File: src/rtl/score_link_pkg.sv
// Shared constants and FSM state types for the score_link UART framing block.
// Optional checksum byte is enabled by defining SCORE_LINK_CHECKSUM_EN.
package score_link_pkg;

  localparam logic [7:0] HDR_BYTE   = 8'hA5;
  localparam logic [7:0] TYPE_START = 8'h01;
  localparam logic [7:0] TYPE_SCORE = 8'h02;

  localparam logic [1:0] ST_IDLE = 2'b00;
  localparam logic [1:0] ST_WAIT = 2'b01;
  localparam logic [1:0] ST_PLAY = 2'b10;
  localparam logic [1:0] ST_END  = 2'b11;

  // Payload byte index; covers up to 4 payload bytes (SCORE_W <= 32)
  localparam int unsigned IDX_W = 2;

  typedef enum logic [2:0] {
    T_IDLE,
    T_HDR,
    T_TYPE,
    T_PAY
`ifdef SCORE_LINK_CHECKSUM_EN
    , T_CHK
`endif
  } tx_state_t;

  typedef enum logic [1:0] {
    R_HUNT,
    R_TYPE,
    R_PAY
`ifdef SCORE_LINK_CHECKSUM_EN
    , R_CHK
`endif
  } rx_state_t;

endpackage

File: src/rtl/score_link_rx.sv
// Receive-side frame parser: hunts for the header, collects the payload and
// publishes START / rival SCORE events. Checksum check under SCORE_LINK_CHECKSUM_EN.
module score_link_rx
  import score_link_pkg::*;
#(
  parameter int unsigned SCORE_W    = 16,
  parameter int unsigned RX_TIMEOUT = 100_000
) (
  input  logic               clk,
  input  logic               rst,
  input  logic [7:0]         get_uart,
  input  logic               rx_empty,
  input  logic [1:0]         state_in,
  output logic               start_game,
  output logic [SCORE_W-1:0] score_2nd_player,
  output logic               frame_err
);

  localparam int unsigned NB   = SCORE_W / 8;
  localparam int unsigned TO_W = $clog2(RX_TIMEOUT + 1);

  rx_state_t          state, state_nxt;
  logic               pop;
  logic               timeout;
  logic               last_pay;
  logic               frame_ok;
  logic               start_nxt;
  logic               err_nxt;
  logic               score_upd;
  logic [TO_W-1:0]    idle_cnt;
  logic [IDX_W-1:0]   idx;
  logic               is_score;
  logic [SCORE_W-1:0] pay;
  logic [SCORE_W-1:0] pay_nxt;
  logic [SCORE_W-1:0] score_val;
`ifdef SCORE_LINK_CHECKSUM_EN
  logic [7:0]         chk;
`endif

  assign pop      = ~rx_empty;
  assign last_pay = (idx == IDX_W'(NB - 1));
  assign pay_nxt  = SCORE_W'({pay, get_uart});
  // Idle gap only matters once a frame has started
  assign timeout  = (state != R_HUNT) && !pop && (idle_cnt == TO_W'(RX_TIMEOUT - 1));

`ifdef SCORE_LINK_CHECKSUM_EN
  assign score_val = pay;
`else
  assign score_val = pay_nxt;
`endif

  always_ff @(posedge clk) begin
    if (rst) state <= R_HUNT;
    else     state <= state_nxt;
  end

  always_comb begin
    state_nxt = state;
    frame_ok  = 1'b0;
    start_nxt = 1'b0;
    err_nxt   = 1'b0;
    score_upd = 1'b0;
    if (timeout) begin
      state_nxt = R_HUNT;
      err_nxt   = 1'b1;
    end else if (pop) begin
      case (state)
        R_HUNT: if (get_uart == HDR_BYTE) state_nxt = R_TYPE;
        R_TYPE: state_nxt = (get_uart == TYPE_START || get_uart == TYPE_SCORE) ? R_PAY : R_HUNT;
        R_PAY: begin
          if (last_pay) begin
`ifdef SCORE_LINK_CHECKSUM_EN
            state_nxt = R_CHK;
`else
            state_nxt = R_HUNT;
            frame_ok  = 1'b1;
`endif
          end
        end
`ifdef SCORE_LINK_CHECKSUM_EN
        R_CHK: begin
          state_nxt = R_HUNT;
          if (get_uart == chk) frame_ok = 1'b1;
          else                 err_nxt  = 1'b1;
        end
`endif
        default: state_nxt = R_HUNT;
      endcase
    end
    if (frame_ok) begin
      if (!is_score) start_nxt = 1'b1;
      else if (state_in == ST_PLAY || state_in == ST_END) score_upd = 1'b1;
    end
  end

  always_ff @(posedge clk) begin
    if (rst) begin
      idle_cnt         <= '0;
      idx              <= '0;
      is_score         <= 1'b0;
      pay              <= '0;
      start_game       <= 1'b0;
      frame_err        <= 1'b0;
      score_2nd_player <= '0;
`ifdef SCORE_LINK_CHECKSUM_EN
      chk              <= '0;
`endif
    end else begin
      start_game <= start_nxt;
      frame_err  <= err_nxt;
      if (score_upd) score_2nd_player <= score_val;
      idle_cnt <= (pop || state == R_HUNT) ? '0 : idle_cnt + TO_W'(1);
      if (pop && state == R_TYPE) begin
        is_score <= (get_uart == TYPE_SCORE);
        idx      <= '0;
`ifdef SCORE_LINK_CHECKSUM_EN
        chk      <= get_uart;
`endif
      end
      if (pop && state == R_PAY) begin
        pay <= pay_nxt;
        idx <= idx + IDX_W'(1);
`ifdef SCORE_LINK_CHECKSUM_EN
        chk <= chk ^ get_uart;
`endif
      end
    end
  end

endmodule

File: src/rtl/score_link.sv
// Score exchange link over a byte FIFO UART: periodic/on-change TX framing plus
// the RX parser. Checksum byte is enabled by defining SCORE_LINK_CHECKSUM_EN.
module score_link
  import score_link_pkg::*;
#(
  parameter int unsigned SCORE_W    = 16,
  parameter int unsigned TX_PERIOD  = 1_000_000,
  parameter int unsigned RX_TIMEOUT = 100_000
) (
  input  logic               clk,
  input  logic               rst,
  input  logic [7:0]         get_uart,
  input  logic               rx_empty,
  output logic               rd_uart,
  output logic [7:0]         send_uart,
  input  logic               tx_full,
  output logic               wr_uart,
  input  logic [1:0]         state_in,
  input  logic [SCORE_W-1:0] my_score,
  output logic               start_game,
  output logic [SCORE_W-1:0] score_2nd_player,
  output logic               frame_err
);

  localparam int unsigned NB    = SCORE_W / 8;
  localparam int unsigned CNT_W = (TX_PERIOD > 1) ? $clog2(TX_PERIOD) : 1;

  tx_state_t          state, state_nxt;
  logic [CNT_W-1:0]   per_cnt;
  logic               wrap;
  logic               score_chg;
  logic               req;
  logic               launch;
  logic               send;
  logic [7:0]         req_type;
  logic [7:0]         launch_type;
  logic [SCORE_W-1:0] launch_pay;
  logic               pend;
  logic [7:0]         pend_type;
  logic [SCORE_W-1:0] prev_score;
  logic [7:0]         tx_type;
  logic [SCORE_W-1:0] tx_pay;
  logic [IDX_W-1:0]   idx;
  logic [7:0]         tx_byte;
`ifdef SCORE_LINK_CHECKSUM_EN
  logic [7:0]         tx_chk;
`endif

  assign wrap        = (per_cnt == CNT_W'(TX_PERIOD - 1));
  assign score_chg   = (state_in == ST_PLAY) && (my_score != prev_score);
  assign req         = (wrap && (state_in == ST_WAIT || state_in == ST_PLAY)) || score_chg;
  assign req_type    = (state_in == ST_WAIT) ? TYPE_START : TYPE_SCORE;
  assign launch      = (state == T_IDLE) && (req || pend);
  assign launch_type = req ? req_type : pend_type;
  assign launch_pay  = (launch_type == TYPE_START) ? '0 : my_score;
  assign send        = (state != T_IDLE) && !tx_full;

  assign rd_uart   = ~rx_empty & ~rst;
  assign wr_uart   = send & ~rst;
  assign send_uart = rst ? 8'h00 : tx_byte;

  always_ff @(posedge clk) begin
    if (rst) state <= T_IDLE;
    else     state <= state_nxt;
  end

  // Byte selection and advance; every state holds while the TX FIFO is full
  always_comb begin
    state_nxt = state;
    tx_byte   = 8'h00;
    case (state)
      T_IDLE: if (launch) state_nxt = T_HDR;
      T_HDR: begin
        tx_byte = HDR_BYTE;
        if (!tx_full) state_nxt = T_TYPE;
      end
      T_TYPE: begin
        tx_byte = tx_type;
        if (!tx_full) state_nxt = T_PAY;
      end
      T_PAY: begin
        tx_byte = tx_pay[SCORE_W-1 -: 8];
        if (!tx_full && idx == IDX_W'(NB - 1)) begin
`ifdef SCORE_LINK_CHECKSUM_EN
          state_nxt = T_CHK;
`else
          state_nxt = T_IDLE;
`endif
        end
      end
`ifdef SCORE_LINK_CHECKSUM_EN
      T_CHK: begin
        tx_byte = tx_chk;
        if (!tx_full) state_nxt = T_IDLE;
      end
`endif
      default: state_nxt = T_IDLE;
    endcase
  end

  // prev_score snapshots the live score in reset so release does not look like a change
  always_ff @(posedge clk) begin
    if (rst) begin
      per_cnt    <= '0;
      pend       <= 1'b0;
      pend_type  <= TYPE_SCORE;
      prev_score <= my_score;
      tx_type    <= '0;
      tx_pay     <= '0;
      idx        <= '0;
`ifdef SCORE_LINK_CHECKSUM_EN
      tx_chk     <= '0;
`endif
    end else begin
      prev_score <= my_score;
      per_cnt    <= (wrap || score_chg) ? '0 : per_cnt + CNT_W'(1);
      if (launch) begin
        tx_type <= launch_type;
        tx_pay  <= launch_pay;
        idx     <= '0;
        pend    <= 1'b0;
`ifdef SCORE_LINK_CHECKSUM_EN
        tx_chk  <= launch_type;
`endif
      end else if (req) begin
        pend      <= 1'b1;
        pend_type <= req_type;
      end
      if (send && state == T_PAY) begin
        tx_pay <= tx_pay << 8;
        idx    <= idx + IDX_W'(1);
`ifdef SCORE_LINK_CHECKSUM_EN
        tx_chk <= tx_chk ^ tx_pay[SCORE_W-1 -: 8];
`endif
      end
    end
  end

  score_link_rx #(
    .SCORE_W   (SCORE_W),
    .RX_TIMEOUT(RX_TIMEOUT)
  ) u_rx (
    .clk             (clk),
    .rst             (rst),
    .get_uart        (get_uart),
    .rx_empty        (rx_empty),
    .state_in        (state_in),
    .start_game      (start_game),
    .score_2nd_player(score_2nd_player),
    .frame_err       (frame_err)
  );

endmodule

File: config.mk
export PLATFORM = sky130hd
export DESIGN_NAME = score_link
export DESIGN_NICKNAME = d
export VERILOG_FILES = /design/src/rtl/score_link_pkg.sv /design/src/rtl/score_link_rx.sv /design/src/rtl/score_link.sv
export SDC_FILE = /design/constraint.sdc
export NUM_CORES = 1
export LEC_CHECK = 0
export BUFFER_PORTS_ARGS = -buffer_cell sky130_fd_sc_hd__clkbuf_2
export CAP_MARGIN = 5
export CORE_UTILIZATION = 43
export CTS_BUF_LIST = sky130_fd_sc_hd__clkbuf_2
export CTS_CLUSTER_DIAMETER = 60
export CTS_CLUSTER_SIZE = 20
export DETAILED_ROUTE_END_ITERATION = 10
export PLACE_DENSITY = 0.71
export SYNTH_ARGS = -nofsm -noshare
export SYNTH_HDL_FRONTEND = slang
export SYNTH_SLANG_ARGS = --single-unit
File: constraint.sdc
create_clock -name clk -period 3.7 [get_ports clk]
set_input_delay 0.185 -clock clk [delete_from_list [all_inputs] [get_ports clk]]
set_output_delay 0.185 -clock clk [all_outputs]
set_load 0.1 [all_outputs]
==> reports/qor.csv, run 1 <==
metric,value,unit
status,"complete, no violations",
ant diodes,0,
Synth Warn #,0,
H-tree levels,4,
met1 Usage GRT,23.5,%
Synth area leader,dfxtp_1,
CTS root buf,clkbuf_2,
Synth area leaders,"dfxtp_1 50%, nand2_1 5.0%, nor2_1 4.8%",
drt wl/cell,13.6,um
Peak Freq,339,MHz
peak per-stage delay on the critical path,0.54,ns
Resized cells post-CTS,0,
hold crit path type,primary input to register,
Placer Congestion,0.799,
Mean Syn Cell Area,9.26,um2
CTS Sinks,121,
dpl ws,1.14,ns
Synth Register Bits,121,
sequential standard cell area,2420,um2
initial antenna violation count,0,
unrepaired setup endpoints after global routing,false,
CTS tree,yes,
Max-Cap Viols,0,
sequential share of the synthesized area,49.9,%
Post-CTS Setup Bufs,0,
Max VDD drop,474,uV
most frequent cells in the layout,"121 x dfxtp_1, 76 x clkbuf_2, 65 x nand2_1",
min Tclk post-route,2.95,ns
total power draw,2.73,mW
syn_nets,565,
first-pass GRT wire length,17500,um
post-synth top area share,49.9,%
critical path class,register to primary output,
die width,108,um
Main synth FF type,dfxtp_1,
Final Max Slew Viols,0,
Crit path top cell by count,inv_1,
total grt overflow,0,
die height,108,um
Synth Instances,524,
cts hold-fix bufs,29,
Critical Path End Type,primary output,
I/O Pins,58,
die area,11700,um2
met3 Use GR,4.88,%
"CTS clk-pin slew, worst paths",0.17,ns
worst-path cell chain,inv_1 -> ha_1 -> inv_1 -> nand2_1 -> nor2_1 -> clkbuf_2,
Worst Path Arrival,2.77,ns
clock skew,0.0254,ns
Mapped Area,4850,um2
PD cells,474,nW/um2
placed inst area,5250,um2
GRT Total Usage,19.1,%
layout net count,654,
startpoint type of the worst setup path,register,
share of layout cells above drive strength 1,16.1,%
DR vias,4006,
Post-synth ARST share,0,%
headroom to the max-slew limit,32.6,%
GRT met2 Usage,30.7,%
Cell variety after synth,48,
DRT iter0 DRCs,240,
Critical Path RT,3.51,ns
std cell rows,38,
largest net degree at the start of global routing,44,
filler instances,1002,
final instance area,5770,um2
Total Neg Setup Slack,0,ns
CP max FO,9,
"EDFF count, synth",0,
"Slowest-stage cell, CP",dfxtp_1,
Final ANT Viol Nets,0,
"commonest non-fill, non-tap cell in the layout",dfxtp_1,
Final Hold Vio Count,0,
Pleak,2.21,nW
post-DP HPWL,7060,um
slew at the pin closest to its max-slew limit,1.01,ns
number of global-route vias before repair,3847,
Pre-antenna DRT Iters,5,
core footprint,10900,um2
Clock Latency Late Sink,0.69,ns
Post-Route WL,10400,um
initial core utilization,44.4,%
Multi-input gate area,2310,um2
DRC viols,0,
CTS Buf Count,17,
vias per cell,5.23,
Tcrit/Tclk final,79.8,%
min setup slack post-route,0.747,ns
GRT Max-Usage Layer,met2,
Area Overhead vs Synth,18.9,%
CTS Buffer Depth,2,
IO buf count,57,
final setup fails,0,
==> worst max-delay path, delay by kind of cell, from the launching register on <==
family                     cells  cell delay (ns)
DFF                            1             0.54
and+or+nand+nor                2             0.44
buffers and inverters          3             0.84
adders and majority gates      1             0.27
==> cells by family after synthesis <==
group / count (synthesis) / synth area share [%]
AOI/OAI and AO/OA: 92 / 13.5
xor gates and xnor gates: 47 / 8.49
adders and majority gates: 11 / 2.84
buffers and inverters: 30 / 2.50
DFF: 121 / 49.9
muxes: 5 / 1.19
and+or+nand+nor: 218 / 21.6
==> cell usage after synthesis (2+ instances only) <==
master	n
nand4b_1	2
xor2_1	23
nand4_1	11
mux2i_1	2
nand2b_1	3
and2_1	7
nand3_1	17
ha_1	11
clkbuf_1	16
a32o_1	8
nand2_1	65
xnor2_1	24
o21ai_0	10
a21oi_1	39
and4_1	3
a221o_1	8
or3_1	4
nor2b_1	5
and3_1	16
nor3_1	5
a22oi_1	11
a22o_1	6
or2_2	2
nor2_1	62
inv_1	12
or4_1	3
mux2_2	2
nor4_1	7
dfxtp_1	121
==> cell type report <==
type,count,area share (%)
Sequential cell,121,42.0
Timing Repair Buffer,88,10.2
Inverter,12,0.781
Tap cell,140,3.04
Clock buffer,19,1.65
Multi-Input combinational cell,373,40.0
Clock inverter,13,2.26
==> worst paths after layout <==
kind	from	endpoint	slack, ns	cells past startpoint
max	state[1]	send_uart[3]	0.75	6
min	state_in[0]	tx_type[1]	0.07	4
max reg2reg	prev_score[3]	tx_type[6]	1.08	6
min reg2reg	u_rx.score_2nd_player[7]	u_rx.score_2nd_player[7]	0.47	2
==> where the power goes <==
part           switching, mW  internal, mW  total [mW]
Combinational          0.384         0.153       0.536
Sequential            0.0443          1.36        1.40
Clock                  0.486         0.306       0.793
==> registers in the layout, summed over array words and instances, names as in the netlist, 2 cells and up <==
register / count
idx: 2
per_cnt: 20
tx_pay: 16
tx_type: 8
u_rx.score_2nd_player: 16
u_rx.pay: 8
u_rx.idle_cnt: 17
state: 2
u_rx.state: 2
pend_type: 8
u_rx.idx: 2
prev_score: 16
==> metrics by stage <==
step | utilization (%) | std cells | hold slack, ns
after global routing | 52.7 | 766 | 0.0881
after detailed placement | 48.0 | 705 | 0.335
after floorplan | - | 524 | 0.213
after global placement | 48.0 | 705 | 0.336
after CTS | 52.7 | 766 | 0.0214
final | 52.7 | 766 | 0.0706
==> per-layer routing <==
metal  routed length, um  vias up
met1                4680     1882
met5                   0        -
met2                5020       78
met4                 317        0
li1                    -     2015
met3                 375       31
Power figures use the tool's default switching activity.
==> run 2, diff against run 1 <==
Clock period 3.7 ns to 3.1 ns, I/O delays scaled along.
==> reports/qor.csv, run 2 (synthesized netlist as in run 1, its figures left out) <==
metric,value,unit
share of layout cells above drive strength 1,16.1,%
PD cells,586,nW/um2
vias per cell,5.23,
status,"complete, no violations",
core footprint,10900,um2
"commonest non-fill, non-tap cell in the layout",dfxtp_1,
critical path class,register to primary output,
H-tree levels,4,
post-DP HPWL,7120,um
drt wl/cell,13.5,um
Placer Congestion,0.823,
GRT Total Usage,19.0,%
Max-Cap Viols,0,
Peak Freq,351,MHz
Post-Route WL,10300,um
Critical Path RT,2.94,ns
FF-to-FF setup slack,0.54,ns
Sw Ratio,31.2,%
initial antenna violation count,0,
Max VDD drop,644,uV
"CTS clk-pin slew, worst paths",0.16,ns
most frequent cells in the layout,"121 x dfxtp_1, 74 x clkbuf_2, 65 x nand2_1",
Worst Path Arrival,2.69,ns
first-pass GRT wire length,17400,um
die height,108,um
die area,11700,um2
total grt overflow,0,
largest register by flop count,per_cnt,
CTS Sinks,121,
Pleak,2.26,nW
largest net degree at the start of global routing,44,
total power draw,3.41,mW
max reg flops,20,
Final Max Slew Viols,0,
IO buf count,57,
DR vias,4015,
layout net count,655,
headroom to the max-slew limit,57.8,%
Critical Path End Type,primary output,
Sequential Power Share,49.1,%
Final ANT Viol Nets,0,
DRT iter0 DRCs,198,
initial core utilization,44.4,%
clock power share,31.9,%
I/O Pins,58,
Final Hold Vio Count,0,
CTS Buffer Depth,2,
std cell rows,38,
Total Neg Setup Slack,0,ns
clock skew,0.0338,ns
die width,108,um
CTS root buf,clkbuf_2,
unrepaired setup endpoints after global routing,false,
startpoint type of the worst setup path,register,
hold crit path type,primary input to register,
biggest regs,"per_cnt (20), u_rx.idle_cnt (17)",
Area Overhead vs Synth,19.8,%
min Tclk post-route,2.85,ns
Comb power frac,19.0,%
final setup fails,0,
switching pwr,1.06,mW
CTS tree,yes,
number of global-route vias before repair,3882,
Tcrit/Tclk final,91.8,%
CP max FO,9,
DRC viols,0,
Clock Latency Late Sink,0.65,ns
ant diodes,0,
Pre-antenna DRT Iters,4,
slew at the pin closest to its max-slew limit,0.632,ns
internal power,2.34,mW
CTS Buf Count,17,
run 2: changes by cell type in the layout (fill, tap and decap cells not counted), sizes merged:
| cell | previous run | this run |
|---|---|---|
| bufinv | 2 | 4 |
| clkinvlp | 5 | 0 |
| dlygate4sd3 | 29 | 28 |
| buf | 2 | 7 |
run 2: repair_timing:
item / 4_1_cts / 5_1_grt
setup buffers: 0 / 0
resized for setup: 0 / 7
endpoints found under the hold margin: 56 / 0
setup endpoints to repair: 0 / 5
hold buffers: 28 / 0
run 2: critical path: stages, from the launching register on:
cell	delay, ns
dfxtp_1	0.52
inv_1	0.12
ha_1	0.29
inv_1	0.26
nand2_1	0.26
nor2_1	0.17
buf_2	0.44
run 2: per-stage QoR:
stage | hold WS [ns] | util, % | instances | area (um2) | setup slack (ns)
global placement | 0.307 | 48.1 | 707 | 5270 | 0.605
CTS | 0.0446 | 53.1 | 767 | 5810 | 0.144
global route | 0.0383 | 53.1 | 767 | 5810 | 0.0161
floorplan | 0.183 | - | 524 | 4850 | 0.458
detailed placement | 0.303 | 48.1 | 707 | 5270 | 0.558
finish | 0.104 | 53.1 | 767 | 5810 | 0.254
run 2: area by class of cell:
| class | instances | area, um2 |
|---|---|---|
| clock buffers | 22 | 110 |
| clock inverters | 10 | 150 |
| fillers | 990 | 5120 |
| inverters | 12 | 45.0 |
| multi-input cells | 373 | 2310 |
| flip-flops and latches | 121 | 2420 |
| well taps | 140 | 175 |
| repair buffers | 89 | 601 |
run 2: metal layers:
| metal | GRT usage [%] | share of wire (%) |
|---|---|---|
| met5 | 0 | 0 |
| met4 | 10.1 | 2.5 |
| met3 | 5.18 | 4.2 |
| met2 | 30.8 | 48 |
| met1 | 23.1 | 46 |
run 2: final timing paths:
kind	depth (start not counted)	endpoint	from
hold / removal	4	pend_type[1]	state_in[0]
setup reg to reg	5	tx_pay[8]	per_cnt[10]
hold reg to reg	2	u_rx.score_2nd_player[12]	u_rx.pay[4]
setup / recovery	6	wr_uart	state[1]
run 2: power by group through the flow:
stage | Sequential (mW) | Combinational [mW] | Clock, mW
4_1_cts | 1.67 | 0.641 | 1.10
5_1_grt | 1.68 | 0.705 | 1.18
2_1_floorplan | 1.69 | 0.482 | 0
3_3_place_gp | 1.70 | 0.596 | 0
3_5_place_dp | 1.70 | 0.609 | 0
6_report | 1.67 | 0.647 | 1.09
==> run 3, diff against run 2 <==
Settings changed: PLACE_DENSITY 0.71 to 0.67.
==> reports/qor.csv, run 3 (synthesized netlist as in run 1, its figures left out) <==
metric,value,unit
status,"complete, no violations",
filler instances,1013,
die area,11700,um2
Post-Route WL,10300,um
Crit path top cell by count,inv_1,
Tcrit/Tclk final,92.0,%
Area Overhead vs Synth,19.8,%
drt wl/cell,13.4,um
std cell rows,38,
startpoint type of the worst setup path,register,
slew at the pin closest to its max-slew limit,0.643,ns
Critical Path RT,2.94,ns
initial antenna violation count,0,
CTS Buffer Depth,2,
number of global-route vias before repair,3834,
Critical Path End Type,primary output,
initial core utilization,44.4,%
DR vias,3887,
Clock Latency Late Sink,0.66,ns
CTS root buf,clkbuf_2,
I/O Pins,58,
Multi-input gate area,2310,um2
CTS tree,yes,
ant diodes,0,
Final Max Slew Viols,0,
Peak Freq,351,MHz
H-tree levels,4,
unrepaired setup endpoints after global routing,false,
critical path class,register to primary output,
total grt overflow,0,
hold crit path type,primary input to register,
most frequent cells in the layout,"121 x dfxtp_1, 72 x clkbuf_2, 65 x nand2_1",
peak per-stage delay on the critical path,0.53,ns
headroom to the max-slew limit,57.1,%
first-pass GRT wire length,17100,um
GRT Total Usage,18.7,%
DRC viols,0,
DRT iter0 DRCs,200,
biggest regs,"per_cnt (20), u_rx.idle_cnt (17)",
IO buf count,57,
Worst Path Arrival,2.70,ns
Hold Slack,0.0948,ns
post-DP HPWL,7080,um
vias per cell,5.05,
max reg flops,20,
die width,108,um
layout net count,658,
placed inst area,5270,um2
Pre-antenna DRT Iters,4,
Max-Cap Viols,0,
reg2reg path depth,5,
PD cells,570,nW/um2
sequential standard cell area,2420,um2
min Tclk post-route,2.85,ns
Final Hold Vio Count,0,
"commonest non-fill, non-tap cell in the layout",dfxtp_1,
Max VDD drop,440,uV
core footprint,10900,um2
CTS Buf Count,17,
Total Neg Setup Slack,0,ns
clock skew,0.0264,ns
Final ANT Viol Nets,0,
final instance area,5810,um2
largest register by flop count,per_cnt,
largest net degree at the start of global routing,44,
final setup fails,0,
worst-path cell chain,inv_1 -> ha_1 -> inv_1 -> nand2_1 -> nor2_1 -> buf_2,
total power draw,3.31,mW
"Slowest-stage cell, CP",dfxtp_1,
"CTS clk-pin slew, worst paths",0.16,ns
WHS Path Cells,4,
Placer Congestion,0.800,
Pleak,2.26,nW
share of layout cells above drive strength 1,16.1,%
CTS Sinks,121,
CP max FO,9,
die height,108,um
-- run 3: cell types whose count changed in the layout (fill, tap and decap cells not counted), sizes merged --
cell / delta
bufinv: -1
buf: -1
clkbuf: -1
clkinvlp: +1
clkinv: +1
dlygate4sd3: +3
-- run 3: metrics by stage --
step	worst slack [ns]	util, %	cells
after floorplan	0.458	-	524
after global placement	0.606	48.1	707
after detailed placement	0.559	48.1	707
after CTS	0.174	53.1	769
after global routing	0.0149	53.2	769
final	0.248	53.2	769
-- run 3: layer usage --
layer	vias to the layer above	global-route usage (%)	part of all wire, %
li1	2018	-	-
met1	1799	22.2	46
met2	54	30.9	48
met3	16	6.15	3.4
met4	0	8.02	1.9
met5	-	0	0
-- run 3: power by group --
part	leakage (nW)	switching, mW	internal (mW)
sequential	0.983	0.0519	1.62
combinational	1.13	0.458	0.183
clock	0.148	0.555	0.443
-- run 3: layout make-up --
type,count,area share [%]
inverter,12,0.775
clock buffer,20,1.72
timing repair buffer,92,10.9
tap,140,3.01
multi-input combinational,373,39.7
clock inverter,11,2.24
sequential,121,41.7
-- run 3: what timing repair did --
action                                 4_1_cts  5_1_grt
hold buffers                                31        0
gates resized for setup                      0        8
setup buffers                                0        0
setup endpoints to repair                    0        5
endpoints found under the hold margin       58        0
-- run 3: path summary, 6_finish.rpt --
kind / from / end / slack [ns]
setup / recovery: state[1] / wr_uart / 0.25
hold / removal: state_in[0] / tx_type[1] / 0.09
setup reg to reg: per_cnt[10] / tx_pay[8] / 0.55
hold reg to reg: u_rx.idle_cnt[0] / u_rx.idle_cnt[0] / 0.46
-- run 3: critical path, delay by kind of cell (launching register included) --
family / cells / cell delay, ns
DFF: 1 / 0.53
buffers and inverters: 3 / 0.81
and+or+nand+nor: 2 / 0.42
adders and majority gates: 1 / 0.28
